===== src/rtl/timer_entrada_param_if.sv =====
// Keypad-side bundle for timer_entrada_param: key/enable/clear in, BCD strobe, entry register and timebase out.
// Latency: none, this is wiring only.
// Backpressure: none; loadn is a one-shot strobe with no ready, so the consumer must take it when it appears.
//
// Ports (as seen by the slave, i.e. the controller):
//   key[9:0]  in   one-hot keypad, active-high, key[n] is digit n
//   enablen   in   active-low entry enable
//   zeron     in   synchronous active-low clear of digits/count/full
//   D[3:0]    out  BCD code of the last accepted key
//   loadn     out  active-low one-cycle strobe per accepted key
//   pgt_1Hz   out  divided timebase, 50 % duty
//   digits    out  entry register, newest digit in [3:0]
//   count     out  digits entered, saturating at DIGITS
//   full      out  count == DIGITS
interface timer_entrada_param_if #(
    parameter int DIGITS = 4
);
    localparam int CW = $clog2(DIGITS + 1);

    logic [9:0]          key;
    logic                enablen;
    logic                zeron;
    logic [3:0]          D;
    logic                loadn;
    logic                pgt_1Hz;
    logic [4*DIGITS-1:0] digits;
    logic [CW-1:0]       count;
    logic                full;

    modport master (
        output key, enablen, zeron,
        input  D, loadn, pgt_1Hz, digits, count, full
    );

    modport slave (
        input  key, enablen, zeron,
        output D, loadn, pgt_1Hz, digits, count, full
    );
endinterface


===== src/rtl/timer_entrada_param.sv =====
// Keypad entry and 1 Hz timebase controller: encodes each new one-hot key press to BCD, strobes loadn, shifts digits.
// Latency: key to loadn/D/digits is 3 clk100 edges (3 + DEB_CYCLES with TIMER_ENTRY_DEBOUNCE_EN defined).
// Backpressure: none; presses while enablen=1 or full=1 are swallowed, a held key is never accepted twice.
//
// Ports: clk100 (clock), clearn (async active-low reset), bus (timer_entrada_param_if.slave, see interface file).
// Parameters: DIGITS entry digits (>=1), DIV clk100 cycles per pgt_1Hz period (even, >=2),
//             DEB_CYCLES stable cycles before accepting a key (debounce build only).
// Optional feature macro: TIMER_ENTRY_DEBOUNCE_EN adds a DEBOUNCE state between IDLE and accept.
module timer_entrada_param #(
    parameter int DIGITS     = 4,
    parameter int DIV        = 100,
    parameter int DEB_CYCLES = 3
) (
    input  logic                 clk100,
    input  logic                 clearn,
    timer_entrada_param_if.slave bus
);
    localparam int DW = 4 * DIGITS;
    localparam int CW = $clog2(DIGITS + 1);
    localparam int VW = $clog2(DIV);

    localparam logic [VW-1:0] DIV_LAST  = VW'(DIV - 1);
    localparam logic [VW-1:0] DIV_HALF  = VW'(DIV / 2);
    localparam logic [CW-1:0] COUNT_MAX = CW'(DIGITS);

    localparam logic [1:0] ST_IDLE = 2'd0;
    localparam logic [1:0] ST_HELD = 2'd1;
`ifdef TIMER_ENTRY_DEBOUNCE_EN
    localparam logic [1:0] ST_DEB  = 2'd2;
    localparam int DBW = $clog2(DEB_CYCLES + 1);
    localparam logic [DBW-1:0] DEB_LAST = DBW'(DEB_CYCLES);
`endif

    logic [9:0]    s1, s2;
    logic [1:0]    state, state_nxt;
    logic          s2_valid;
    logic          accept;
    logic [3:0]    code;
    logic [3:0]    d_q;
    logic          loadn_q;
    logic [DW-1:0] digits_q, digits_shift;
    logic [CW-1:0] count_q;
    logic          full_q;
    logic [VW-1:0] div_cnt, div_nxt;
    logic          pgt_q;

`ifdef TIMER_ENTRY_DEBOUNCE_EN
    logic [DBW-1:0] deb_cnt, deb_cnt_nxt;
    logic [9:0]     deb_val, deb_val_nxt;
`endif

    // Exactly one bit set: non-zero and clearing the lowest set bit leaves nothing.
    assign s2_valid = (s2 != '0) && ((s2 & (s2 - 10'd1)) == '0);

    // Only meaningful when s2_valid; multi-bit patterns never reach an accept.
    always_comb begin
        code = '0;
        for (int i = 0; i < 10; i++) begin
            if (s2[i]) code = 4'(i);
        end
    end

    generate
        if (DIGITS == 1) begin : g_one_digit
            assign digits_shift = code;
        end else begin : g_multi_digit
            assign digits_shift = {digits_q[DW-5:0], code};
        end
    endgenerate

    // Entry FSM. accept is the single point where a press becomes a digit;
    // enablen/full are sampled here so a refused press still goes to HELD.
    always_comb begin
        state_nxt = state;
        accept    = 1'b0;
`ifdef TIMER_ENTRY_DEBOUNCE_EN
        deb_cnt_nxt = deb_cnt;
        deb_val_nxt = deb_val;
`endif
        case (state)
            ST_IDLE: begin
                if (s2_valid) begin
`ifdef TIMER_ENTRY_DEBOUNCE_EN
                    state_nxt   = ST_DEB;
                    deb_cnt_nxt = DBW'(1);
                    deb_val_nxt = s2;
`else
                    state_nxt = ST_HELD;
                    accept    = !bus.enablen && !full_q;
`endif
                end
            end
            ST_HELD: begin
                if (s2 == '0) state_nxt = ST_IDLE;
            end
`ifdef TIMER_ENTRY_DEBOUNCE_EN
            ST_DEB: begin
                // deb_val is one-hot, so any change (other key, release, chord) lands here.
                if (s2 != deb_val) begin
                    state_nxt = ST_IDLE;
                end else if (deb_cnt == DEB_LAST) begin
                    state_nxt = ST_HELD;
                    accept    = !bus.enablen && !full_q;
                end else begin
                    deb_cnt_nxt = deb_cnt + DBW'(1);
                end
            end
`endif
            default: state_nxt = ST_IDLE;
        endcase
    end

    always_ff @(posedge clk100 or negedge clearn) begin
        if (!clearn) begin
            s1       <= '0;
            s2       <= '0;
            state    <= ST_IDLE;
            d_q      <= '0;
            loadn_q  <= 1'b1;
            digits_q <= '0;
            count_q  <= '0;
            full_q   <= 1'b0;
        end else begin
            s1      <= bus.key;
            s2      <= s1;
            state   <= state_nxt;
            // A clear landing on the accept edge suppresses the strobe but D still tracks the key.
            loadn_q <= !(accept && bus.zeron);
            if (accept) d_q <= code;
            if (!bus.zeron) begin
                digits_q <= '0;
                count_q  <= '0;
                full_q   <= 1'b0;
            end else if (accept) begin
                // accept implies !full, so count cannot overflow past DIGITS.
                digits_q <= digits_shift;
                count_q  <= count_q + CW'(1);
                full_q   <= ((count_q + CW'(1)) == COUNT_MAX);
            end
        end
    end

`ifdef TIMER_ENTRY_DEBOUNCE_EN
    always_ff @(posedge clk100 or negedge clearn) begin
        if (!clearn) begin
            deb_cnt <= '0;
            deb_val <= '0;
        end else begin
            deb_cnt <= deb_cnt_nxt;
            deb_val <= deb_val_nxt;
        end
    end
`endif

    // Free-running divider; pgt_1Hz is registered from the next count so it is glitch-free
    // and equals (cnt >= DIV/2) for the count held in div_cnt.
    assign div_nxt = (div_cnt == DIV_LAST) ? '0 : div_cnt + VW'(1);

    always_ff @(posedge clk100 or negedge clearn) begin
        if (!clearn) begin
            div_cnt <= '0;
            pgt_q   <= 1'b0;
        end else begin
            div_cnt <= div_nxt;
            pgt_q   <= (div_nxt >= DIV_HALF);
        end
    end

    assign bus.D       = d_q;
    assign bus.loadn   = loadn_q;
    assign bus.pgt_1Hz = pgt_q;
    assign bus.digits  = digits_q;
    assign bus.count   = count_q;
    assign bus.full    = full_q;
endmodule


===== src/flat_wrapper.sv =====
// flat-port wrapper written by rule: the top's interface ports become plain ports
module timer_entrada_param_flat 
#(
    parameter int DIGITS     = 4,
    parameter int DIV        = 100,
    parameter int DEB_CYCLES = 3
)
  (clk100, clearn, bus_key, bus_enablen, bus_zeron, bus_D, bus_loadn, bus_pgt_1Hz, bus_digits, bus_count, bus_full);
  timer_entrada_param_if #(.DIGITS(DIGITS)) bus_i ();
  input  logic clk100;
  input  logic clearn;
  input wire logic [$bits(bus_i.key)-1:0] bus_key;
  input wire logic [$bits(bus_i.enablen)-1:0] bus_enablen;
  input wire logic [$bits(bus_i.zeron)-1:0] bus_zeron;
  output wire logic [$bits(bus_i.D)-1:0] bus_D;
  output wire logic [$bits(bus_i.loadn)-1:0] bus_loadn;
  output wire logic [$bits(bus_i.pgt_1Hz)-1:0] bus_pgt_1Hz;
  output wire logic [$bits(bus_i.digits)-1:0] bus_digits;
  output wire logic [$bits(bus_i.count)-1:0] bus_count;
  output wire logic [$bits(bus_i.full)-1:0] bus_full;
  assign bus_i.key = bus_key;
  assign bus_i.enablen = bus_enablen;
  assign bus_i.zeron = bus_zeron;
  assign bus_D = bus_i.D;
  assign bus_loadn = bus_i.loadn;
  assign bus_pgt_1Hz = bus_i.pgt_1Hz;
  assign bus_digits = bus_i.digits;
  assign bus_count = bus_i.count;
  assign bus_full = bus_i.full;
  timer_entrada_param #(.DIGITS(DIGITS), .DIV(DIV), .DEB_CYCLES(DEB_CYCLES)) u_core (.clk100(clk100), .clearn(clearn), .bus(bus_i));
endmodule

===== config.mk =====
export PLATFORM = sky130hd
export DESIGN_NAME = timer_entrada_param_flat
export DESIGN_NICKNAME = d
export VERILOG_FILES = /design/src/rtl/timer_entrada_param_if.sv /design/src/rtl/timer_entrada_param.sv /design/src/flat_wrapper.sv
export SDC_FILE = /design/constraint.sdc
export NUM_CORES = 1
export LEC_CHECK = 0
export BUFFER_PORTS_ARGS = -buffer_cell sky130_fd_sc_hd__buf_2
export CORE_MARGIN = 1.5
export CORE_UTILIZATION = 54
export DETAILED_ROUTE_END_ITERATION = 10
export PLACE_DENSITY = 0.81
export SYNTH_ARGS = -nofsm -noshare
export SYNTH_HDL_FRONTEND = slang
export SYNTH_SLANG_ARGS = --single-unit

===== constraint.sdc =====
create_clock -name clk100 -period 2.6 [get_ports clk100]
set_input_delay 0.52 -clock clk100 [delete_from_list [all_inputs] [get_ports clk100]]
set_output_delay 0.52 -clock clk100 [all_outputs]
set_load 0.02 [all_outputs]

==> run_results.csv <==
group,metric,value,unit
grt,grt_pass1_wl,6.18,mm
floorplanning,num_rows,22,
setup_path,cpPeakStageDelay,0.45,ns
drt,drc,0,
power,p_leak,1.15,nW
floorplanning,die_h,66.2,µm
drt,top_layer,"met4",
power,power_switching,365,µW
power,clockPowerShare,0.317,
clock_tree,cts_inserted_buffers,5,
drt,drtAntennaViolNets,0,
timing,timing.hold.ws,0.221,ns
finish,drive_gt1_frac,0.249,
clock_tree,clk_pin_slew_worst_paths,0.10,ns
power,power.density,597,nW/µm²
synth,yosysTopAreaCell,"dfrtp_1",
clock_tree,cts_resized,0,
synth,synth_area_leaders,"dfrtp_1, mux2i_1, nand2_1, ha_1, a211oi_1",
power,ir_worst_vdd,0.000410,V
synth,synth.avg_cell_area,12.1,µm²
synth,synth_nets,196,
synth,synth_ff_type,"dfrtp_1",
hold_path,hold_class,"input pin to asynchronous set/reset pin",
grt,grt_max_degree,31,
clock_tree,cts_root_buffer,"clkbuf_8",
floorplanning,initial_utilization,0.577,
synth,yosys_warnings,0,
floorplanning,ios,40,
finish,multi_input_area,713,µm²
finish,seq_area,1350,µm²
clock_tree,clk_path_buf_depth,2,
power,share_comb_of_total_power,0.072,
drt,vias,1416,
floorplanning,die-area,4390,µm²
clock_tree,cts_tree,"built",
setup_path,cp-start-kind,"flip-flop",
synth,synth.distinct_cells,35,
setup_path,slowest_stage,"dfrtp_1",
grt,track_usage,0.191,
grt,antenna_found_initial,0,
outcome,status,"completed",
timing,fin_worst_skew,0.00549,ns
synth,synth_edf_count,0,
drt,wl,3.51,mm
setup_path,worst_ep_arrival_time,2.40,ns
timing,final_period_minus_worst_setup_slack,2.16,ns
setup_path,crit_chain,"nor4_4 -> a31o_2 -> and3_1 -> and2_4 -> mux2i_1",
timing,finalHoldViolCount,0,
drt,drt-met1-wl,1.63,mm
floorplanning,die_w,66.2,µm
clock_tree,post_cts_buffers,0,
synth,synth_top_area_frac,0.614,
floorplanning,core-area,3740,µm²
finish,final_net_count,238,
timing,slew_headroom,0.573,
grt,grt_pass1_vias,1388,
synth,ys_top_cells_by_count,"dfrtp_1, nand2_1, mux2i_1",
setup_path,path_class,"flip-flop to flip-flop",
drt,vias_per_cell,5.26,
finish,area_growth_syn_to_layout,14.3,%
synth,ys_ff_latch,54,
setup_path,critical_path.max_fanout,24,
clock_tree,cts_max_level,2,
synth,synthCells,178,
power,finalPower,1.47,mW
timing,fmax,463,MHz
clock_tree,cts_hold_buf,0,
finish,antenna_cells,0,
setup_path,critPathRequiredTime,2.84,ns
power,power_frac_seq,0.611,
drt,drt_iter0_markers,123,
timing,setup_viol,0,
synth,syn_area,2160,µm²
synth,yosysMostFrequentCell,"dfrtp_1",
timing,fin_crit_sh,0.831,
drt,wl_met2,1.63,mm
job,maxCapViolations,0,
place,hpwl,2.51,mm
finish,postLayoutCoreUtil,0.659,
grt,grt_overflow,0,
setup_path,critPathCaptureType,"flip-flop",
clock_tree,cts.sinks,54,
finish,num-fill-cells,312,
timing,rsz0062_at_grt,"false",
power,swShare,0.248,
timing,max_slew.worst_pin.slew,0.640,ns
drt,dr.pass1.iters,4,
synth,synth_seq_area_share,0.626,
timing,setup_tns,0,ns
drt,wl_per_cell,13.0,µm
clock_tree,clk_latency,0.31,ns
drt,dr_wl_met3,184,µm
place,numPortBuffers,39,
synth,async_flop_share,1.00,
place,gp_congestion,0.774,
power,intPower,1.11,mW
timing,final_max_slew_viol_count,0,
==> cells in the final DEF, fill, tap and decap left out, types with 3 or more instances in the layout <==
cell,instances
dfrtp_1,53
clkbuf_8,5
nor2_1,9
xnor2_1,3
a211oi_1,6
inv_1,11
nand2_1,24
a21oi_1,6
a31oi_1,3
nor3_1,4
mux2i_1,14
o21ai_0,4
ha_1,4
nand3_1,7
buf_2,39
==> critical path: cells and delay by family (launching register included) <==
family	cells	cell delay, ns
flip-flops	1	0.45
AO/OA/AOI/OAI	1	0.22
multiplexers	1	0.24
AND/OR/NAND/NOR	3	1.18
==> state kept, by name (all words and copies together) (netlist names) <==
register            count
u_core.bus.D            4
u_core.bus.count        3
u_core.bus.digits      16
u_core.bus.full         1
u_core.bus.loadn        1
u_core.bus.pgt_1Hz      1
u_core.div_cnt          7
u_core.s1              10
u_core.s2              10
u_core.state            1
==> path summary, 6_finish.rpt <==
kind                                   endpoint  cells past startpoint         start  slack (ns)
max                        u_core.bus.digits[4]                      5  u_core.s2[7]        0.44
min                        u_core.bus.digits[0]                      1        clearn        0.22
max reg2reg                u_core.bus.digits[4]                      5  u_core.s2[7]        0.44
min reg2reg                        u_core.s2[2]                      0  u_core.s1[2]        0.35
max in group asynchronous      u_core.bus.loadn                      2        clearn        1.70
min in group clk100                u_core.s1[7]                      1    bus_key[7]        0.31
==> power by group through the flow <==
stage	Sequential, mW	Clock, mW	Combinational (mW)
after detailed placement	0.915	0	0.109
final	0.899	0.467	0.106
after CTS	0.899	0.488	0.108
after global placement	0.915	0	0.107
after global routing	0.904	0.517	0.118
after floorplan	0.929	0	0.0440
==> cell type report <==
class,instances,share of cell area
clock buffer,6,0.0294
sequential,54,0.548
inverter,11,0.0167
timing repair buffer,41,0.0852
clock inverter,2,0.00710
multi-input combinational,107,0.289
tap,48,0.0243
==> metal layers <==
metal / GRT usage / vias to the layer above
li1: - / 699
met1: 0.232 / 675
met2: 0.316 / 34
met3: 0.0528 / 8
met4: 0.0842 / 0
met5: 0 / -
==> per-stage QoR <==
| step | worst slack (ns) | cell area (µm²) | instances |
|---|---|---|---|
| finish | 0.439 | 2470 | 269 |
| global route | 0.233 | 2470 | 269 |
| CTS | 0.436 | 2470 | 269 |
| detailed placement | 0.452 | 2380 | 261 |
| global placement | 0.548 | 2380 | 261 |
| floorplan | 0.684 | 2160 | 178 |
==> kinds of logic after synthesis <==
family | share of synthesized area
muxes | 0.0701
buffers and inverters | 0.0435
xor gates and xnor gates | 0.0122
adders and majority gates | 0.0232
AOI/OAI and AO/OA | 0.0956
DFF | 0.626
and+or+nand+nor | 0.129
Note: power is estimated with default switching activity, not from simulation.
